==> config.mk <==
export PLATFORM = sky130hd
export DESIGN_NAME = control_sequencer
export DESIGN_NICKNAME = d
export VERILOG_FILES = /design/src/rtl/control_sequencer.sv
export SDC_FILE = /design/constraint.sdc
export NUM_CORES = 1
export LEC_CHECK = 0
export ABC_CLOCK_PERIOD_IN_PS = 2000
export BUFFER_PORTS_ARGS = -buffer_cell sky130_fd_sc_hd__buf_2
export CORE_UTILIZATION = 39
export DETAILED_ROUTE_END_ITERATION = 16
export GPL_ROUTABILITY_DRIVEN = 0
export PLACE_DENSITY = 0.84
export RECOVER_POWER = 50
export SLEW_MARGIN = 15
export SYNTH_ARGS = -nofsm -noshare
export SYNTH_HDL_FRONTEND = slang
export SYNTH_SLANG_ARGS = --single-unit
==> constraint.sdc <==
create_clock -name Clock -period 2 [get_ports Clock]
set_clock_uncertainty 0.2 [all_clocks]
set_input_delay 0.1 -clock Clock [delete_from_list [all_inputs] [get_ports Clock]]
set_output_delay 0.1 -clock Clock [all_outputs]
set_load 0.005 [all_outputs]
==> src/rtl/control_sequencer.sv <==
// Hardwired Moore control unit for the Datapath.
// It fetches at T0-T2, decodes IR, executes ALU register ops and stops on halt.
module control_sequencer #(
    parameter int ALU_W = 5,
    parameter int CNT_W = 16
) (
    input  logic             Clock,
    input  logic             Clear,
    input  logic             Start,
    input  logic             Mem_Ready,
    input  logic [31:0]      IR,
    output logic             PC_Out,
    output logic             ZLO_Out,
    output logic             MDR_Out,
    output logic             MAR_In,
    output logic             PC_In,
    output logic             MDR_In,
    output logic             IR_In,
    output logic             Y_In,
    output logic             Z_In,
    output logic             IncPC,
    output logic             Read,
    output logic [15:0]      R_In,
    output logic [15:0]      R_Out,
    output logic [ALU_W-1:0] CONTROL,
    output logic             Run,
    output logic             Illegal,
    output logic [CNT_W-1:0] Instr_Count
);

    typedef enum logic [2:0] {
        S_IDLE, S_T0, S_T1, S_T2, S_T3, S_T4, S_T5, S_HALT
    } state_t;

    state_t           r_state;
    state_t           w_next;
    logic [CNT_W-1:0] r_count;

    logic [4:0]  w_op;
    logic [3:0]  w_ra;
    logic [3:0]  w_rb;
    logic [3:0]  w_rc;
    logic        w_bin;
    logic        w_un;
    logic        w_halt;
    logic        w_ill;
    logic [4:0]  w_ctl;
    logic        w_retire;
    logic        w_unused;

    assign w_op     = IR[31:27];
    assign w_ra     = IR[26:23];
    assign w_rb     = IR[22:19];
    assign w_rc     = IR[18:15];
    assign w_unused = ^IR[14:0];

    assign w_bin  = (w_op <= 5'b01000);
    assign w_un   = (w_op == 5'b01001) || (w_op == 5'b01010);
    assign w_halt = (w_op == 5'b11011);
    assign w_ill  = !(w_bin || w_un || w_halt);

    // Unary ops map onto ALU codes one above their opcode
    assign w_ctl = w_bin ? w_op :
                   (w_op == 5'b01001) ? 5'b01010 : 5'b01011;

    assign w_retire = ((r_state == S_T4) && w_un) || (r_state == S_T5);

    always_ff @(posedge Clock) begin
        if (Clear) begin
            r_state <= S_IDLE;
            r_count <= '0;
        end else begin
            r_state <= w_next;
            if (w_retire) begin
                r_count <= r_count + 1'b1;
            end
        end
    end

    assign Instr_Count = r_count;

    always_comb begin
        w_next  = r_state;
        PC_Out  = 1'b0;
        ZLO_Out = 1'b0;
        MDR_Out = 1'b0;
        MAR_In  = 1'b0;
        PC_In   = 1'b0;
        MDR_In  = 1'b0;
        IR_In   = 1'b0;
        Y_In    = 1'b0;
        Z_In    = 1'b0;
        IncPC   = 1'b0;
        Read    = 1'b0;
        R_In    = '0;
        R_Out   = '0;
        CONTROL = '0;
        Illegal = 1'b0;
        Run     = (r_state != S_IDLE) && (r_state != S_HALT);
        unique case (r_state)
            S_IDLE: begin
                if (Start) w_next = S_T0;
            end
            S_T0: begin
                PC_Out = 1'b1;
                MAR_In = 1'b1;
                IncPC  = 1'b1;
                Z_In   = 1'b1;
                w_next = S_T1;
            end
            S_T1: begin
                ZLO_Out = 1'b1;
                PC_In   = 1'b1;
                Read    = 1'b1;
                MDR_In  = 1'b1;
                if (Mem_Ready) w_next = S_T2;
            end
            S_T2: begin
                MDR_Out = 1'b1;
                IR_In   = 1'b1;
                w_next  = S_T3;
            end
            S_T3: begin
                if (w_halt) begin
                    w_next = S_HALT;
                end else if (w_ill) begin
                    Illegal = 1'b1;
                    w_next  = S_T0;
                end else begin
                    R_Out = 16'(1) << w_rb;
                    if (w_bin) begin
                        Y_In = 1'b1;
                    end else begin
                        CONTROL = ALU_W'(w_ctl);
                        Z_In    = 1'b1;
                    end
                    w_next = S_T4;
                end
            end
            S_T4: begin
                if (w_un) begin
                    ZLO_Out = 1'b1;
                    R_In    = 16'(1) << w_ra;
                    w_next  = S_T0;
                end else begin
                    R_Out   = 16'(1) << w_rc;
                    CONTROL = ALU_W'(w_ctl);
                    Z_In    = 1'b1;
                    w_next  = S_T5;
                end
            end
            S_T5: begin
                ZLO_Out = 1'b1;
                R_In    = 16'(1) << w_ra;
                w_next  = S_T0;
            end
            S_HALT: begin
                w_next = S_HALT;
            end
            default: begin
                w_next = S_IDLE;
            end
        endcase
    end

endmodule

Word level (Yosys, flattened, before mapping)
Index checks and enable logic that the tools add are counted.
{ "word_totals": {"regBits": 19, "inputBits": 36, "out_inout_bits": 66, "word_cells": 66} }
{ "classes": {"addsub": 1, "order_cmp": 1, "eq_ne": 13, "shift": 3, "muxes": 36, "n_reduce_logical": 10} }
{ "ops": {"columns": ["operator", "n"], "rows": [
  ["16-bit two-way mux", 4],
  ["16-bit case mux with 2 select lines", 2],
  ["1-bit by 4-bit << shifter with 16-bit output, first input constant", 3],
  ["5-bit two-way mux", 5],
  ["3-bit case mux with 8 select lines", 1],
  ["16-bit by 1-bit adder with 16-bit output, second input constant", 1],
  ["1-bit two-way mux", 16],
  ["3-bit two-way mux", 5],
  ["3-bit equality test, second input constant", 4],
  ["5-bit by 4-bit equality test with 1-bit output, second input constant", 2],
  ["5-bit case mux with 2 select lines", 1],
  ["3-bit by 2-bit equality test with 1-bit output, second input constant", 2],
  ["5-bit equality test, second input constant", 1],
  ["5-bit by 4-bit <= comparator with 1-bit output, second input constant", 1],
  ["1-bit logical OR", 4],
  ["2-bit inequality test, second input constant", 2],
  ["3-bit by 1-bit equality test with 1-bit output, second input constant", 1],
  ["3-bit zero test", 1],
  ["3-bit inequality test, second input constant", 1],
  ["1-bit case mux with 3 select lines", 1],
  ["3-bit nonzero test", 1],
  ["1-bit logical AND", 2],
  ["1-bit case mux with 2 select lines", 1],
  ["2-bit AND reduction", 1],
  ["2-bit OR reduction", 1]
]} }

Depth between registers and ports, before layout
{ "depth": {"ltp_word": 7, "ltp_mapped": 7, "ltp_nobuf": 5} }

Worst setup path before layout
No wires, ideal clock.
{ "synth_timing": {"path_kind": "reg-to-output", "from": "register r_state[2]", "to": "output R_Out[0]", "arrival_time_ps": 1845, "t_required_ps": 1700, "setup_slack_ps": -145, "path_stages_with_launch": 6, "path_buffers": 1, "path_cell_list": "dfxtp_1 -> buf_2 -> or3b_2 -> a2111oi_0 -> or2b_1 -> o22ai_1"} }
{ "synth_via": {"elab_chain_len": 2, "elab_cells_between_ends": 3, "cone_classes": "eq/ne (2); mux (1)"} }
{ "synth_lines": {"columns": ["element", "line", "source"], "rows": [
  ["start, declared", "35", "state_t r_state;"],
  ["start signal, assigned", "73", "r_state <= w_next;"],
  ["3-bit equality test", "100", "unique case (r_state)"],
  ["16-bit case mux with 2 select lines *", "100", null],
  ["end, declared", "24", "output logic [15:0] R_Out,"]
]} }
Every way passes the cells marked *; elsewhere a longest branch is shown, timed or not.

Worst setup path after layout
{ "layout_timing": {"from": "register r_state[2]", "to": "output R_Out[1]"} }
The elaborated chain is that of the path after synthesis.

==> flow_metrics.tcl <==
set metrics [dict create \
    ir_worst_vdd_mv 0.279 \
    power.density_cell_area_nw_per_um2 383 \
    layout-drive-gt1-share 0.483 \
    clockBufferDepth 2 \
    seq_area_frac_synth 0.234 \
    reg2reg_slack_ns -0.01 \
    min_period_ns 2.19 \
    nets 365 \
    drt_iter0_drc 103 \
    postSynth.asyncResetShare 0 \
    status "finished with violations" \
    violations "negative setup slack" \
    clk_latency_ns 0.26 \
    viasPerCell 5.73 \
    r2r-end "Instr_Count[7]$_SDFFE_PP0P_" \
    cap_viol_max_count 0 \
    grt_max_degree 20 \
    cts_root_buf "clkbuf_8" \
    ant_nets 0 \
    synth.largest_area_cell "dfxtp_1" \
    cpPeakStageDelay_ns 0.41 \
    drt_wl_total_mm 5.44 \
    crit_chain "or3b_4 > a2111oi_4 > or2b_1 > o22ai_1 > buf_2" \
    drc_errors 0 \
    end_kind "output port" \
    cts_made_buffers 3 \
    cts_num_sinks 19 \
    hp-start "Clear" \
    critical_path_class "reg -> out" \
    antenna_found_initial 0 \
    floorplan.die.width_um 66.5 \
    clk_pin_slew_ns 0.06 \
    hold_class "in -> reg" \
    critPathLaunchType "flop" \
    wire_per_inst_um 14.4 \
    ios 102 \
    final_common_cell "buf_2" \
    n_fill_cell 349 \
    relSlewSlack 0.598 \
    holdPathStages 2 \
    slew_violations 0 \
    avgSynthCellArea_um2 7.09 \
    grtUsageTotal 0.225 \
    critPathArrivalTime_ns 1.89 \
    clock.fmax_mhz 456 \
    required_ns 1.70 \
    hold_ws_ns 0.0386 \
    stdcell_area_um2 2510 \
    hpwl_mm 3.50 \
    min_period_over_period 1.10 \
    yosysWarningCount 0 \
    min_to "Instr_Count[2]$_SDFFE_PP0P_" \
    synth_fp_nets 266 \
    die_height_um 66.5 \
    syn_area_um2 1620 \
    cp_max_fo 4 \
    grt_pass1_vias 1866 \
    dr_total_vias 2159 \
    synthDistinctLibCells 44 \
    synth-edff-count 0 \
    cts_max_level 1 \
    setup_violations 31 \
    grt_pass1_wl_mm 7.89 \
    hold_buffers 0 \
    reg2reg_depth 6 \
    diodes 0 \
    synthCells 229 \
    synth_top_area_frac 0.234 \
    rsz0062_at_grt "true" \
    hold_viol_final 0 \
    timing.final.ws_setup_ns -0.191 \
    placed_cell_area_um2 2170 \
    worst_pin_slew_ns 0.598 \
    dr.pass1.iters 4 \
    cts_tree "done" \
    area_growth_pct 54.6 \
    r2r_start "r_state[1]$_SDFFE_PP0P_" \
    ys_seq_elements 19 \
    start_util 0.406 \
    synth_area_leaders "dfxtp_1 (23%), a21oi_1 (7.1%), o22ai_1 (6.2%)" \
    cpMaxStageDelayCell "or3b_4" \
    port_buffers 85 \
    final_cell_mix "buf_2 (82), buf_4 (22), dfxtp_1 (16), nor2_1 (16), a21oi_1 (16)" \
    rows 23 \
    gr-total-overflow 0 \
    core_um2 4000 \
    dieArea_um2 4420 \
    leakagePower_uw 0.00104 \
    ys.flop_type "dfxtp_1" \
]
critical path: cells and delay by family, from the launching register on:
family | cells | cell delay, ns
simple gates | 2 | 0.73
flops | 1 | 0.34
buf+inv | 1 | 0.14
compound gates | 2 | 0.42
final cells by class:
cell class,count,area [um2],area share
multi-input cells,183,1330,0.528
repair buffers,117,677,0.270
flip-flops and latches,19,384,0.153
well taps,50,62.6,0.0249
clock buffers,4,45.0,0.0180
inverters,4,15.0,0.00599
synth_stat cells, types with 3 or more instances:
master    count
a21oi_1      23
dfxtp_1      19
nor2_1       16
o22ai_1      16
nor3_1       14
o21ai_0      14
nand2_1      13
o31ai_1      11
or4_1        10
clkbuf_1      9
nand2b_1      8
buf_4         7
nand3_1       7
nand3b_1      5
nand4_1       5
or3_1         5
inv_1         4
and4b_1       3
buf_2         3
nor4_1        3
routing by layer:
metal,track usage,routed length [um],vias up
li1,-,-,1062
met1,0.277,2440,1033
met2,0.398,2750,60
met3,0.0342,207,4
met4,0.0691,43,0
met5,0,0,-
repair_timing:
action / in CTS / in global routing
endpoints found under the setup margin: 35 / 46
resized for setup: 27 / 27
setup buffers: 5 / 3
pin swaps: 19 / 13
how the worst max path moves through the flow:
stage,slack [ns],from,to
after floorplan,-0.05,IR[31],R_In[0]
after global placement,-0.03,IR[31],R_In[8]
after detailed placement,-0.07,IR[31],Instr_Count[13]$_SDFFE_PP0P_
after CTS,-0.14,r_state[1]$_SDFFE_PP0P_,R_In[8]
after global routing,-0.27,r_state[0]$_SDFFE_PP0P_,R_In[8]
final,-0.19,r_state[2]$_SDFFE_PP0P_,R_Out[1]
registers in the layout, summed over array words and instances (netlist names):
name and count:
Instr_Count 16, r_state 3
through the flow:
stage	total power, uW	instances	TNS [ns]	setup WS, ns	util
detailed placement	627	365	-0.435	-0.0661	0.542
global placement	620	365	-0.248	-0.0297	0.542
global route	1000	377	-6.14	-0.269	0.627
CTS	921	374	-2.42	-0.138	0.595
floorplan	536	229	-0.206	-0.0452	-
finish	960	377	-3.35	-0.191	0.627
logic make-up (layout without fill, tap and decap cells):
family,count (synthesis),in the layout,share of synthesized area
other cells,1,1,0.00231
simple gates,102,102,0.362
fa+ha+maj,1,1,0.00771
compound gates,74,74,0.274
buf+inv,27,125,0.0902
mux,2,2,0.0131
xor+xnor,3,3,0.0162
flops,19,19,0.234
power breakdown:
group	total [uW]	leakage (uW)	internal [uW]	switching, uW
clock network	265	0.0000228	142	123
logic	305	0.000863	138	167
registers	390	0.000155	385	5.10
Power figures use the tool's default switching activity.
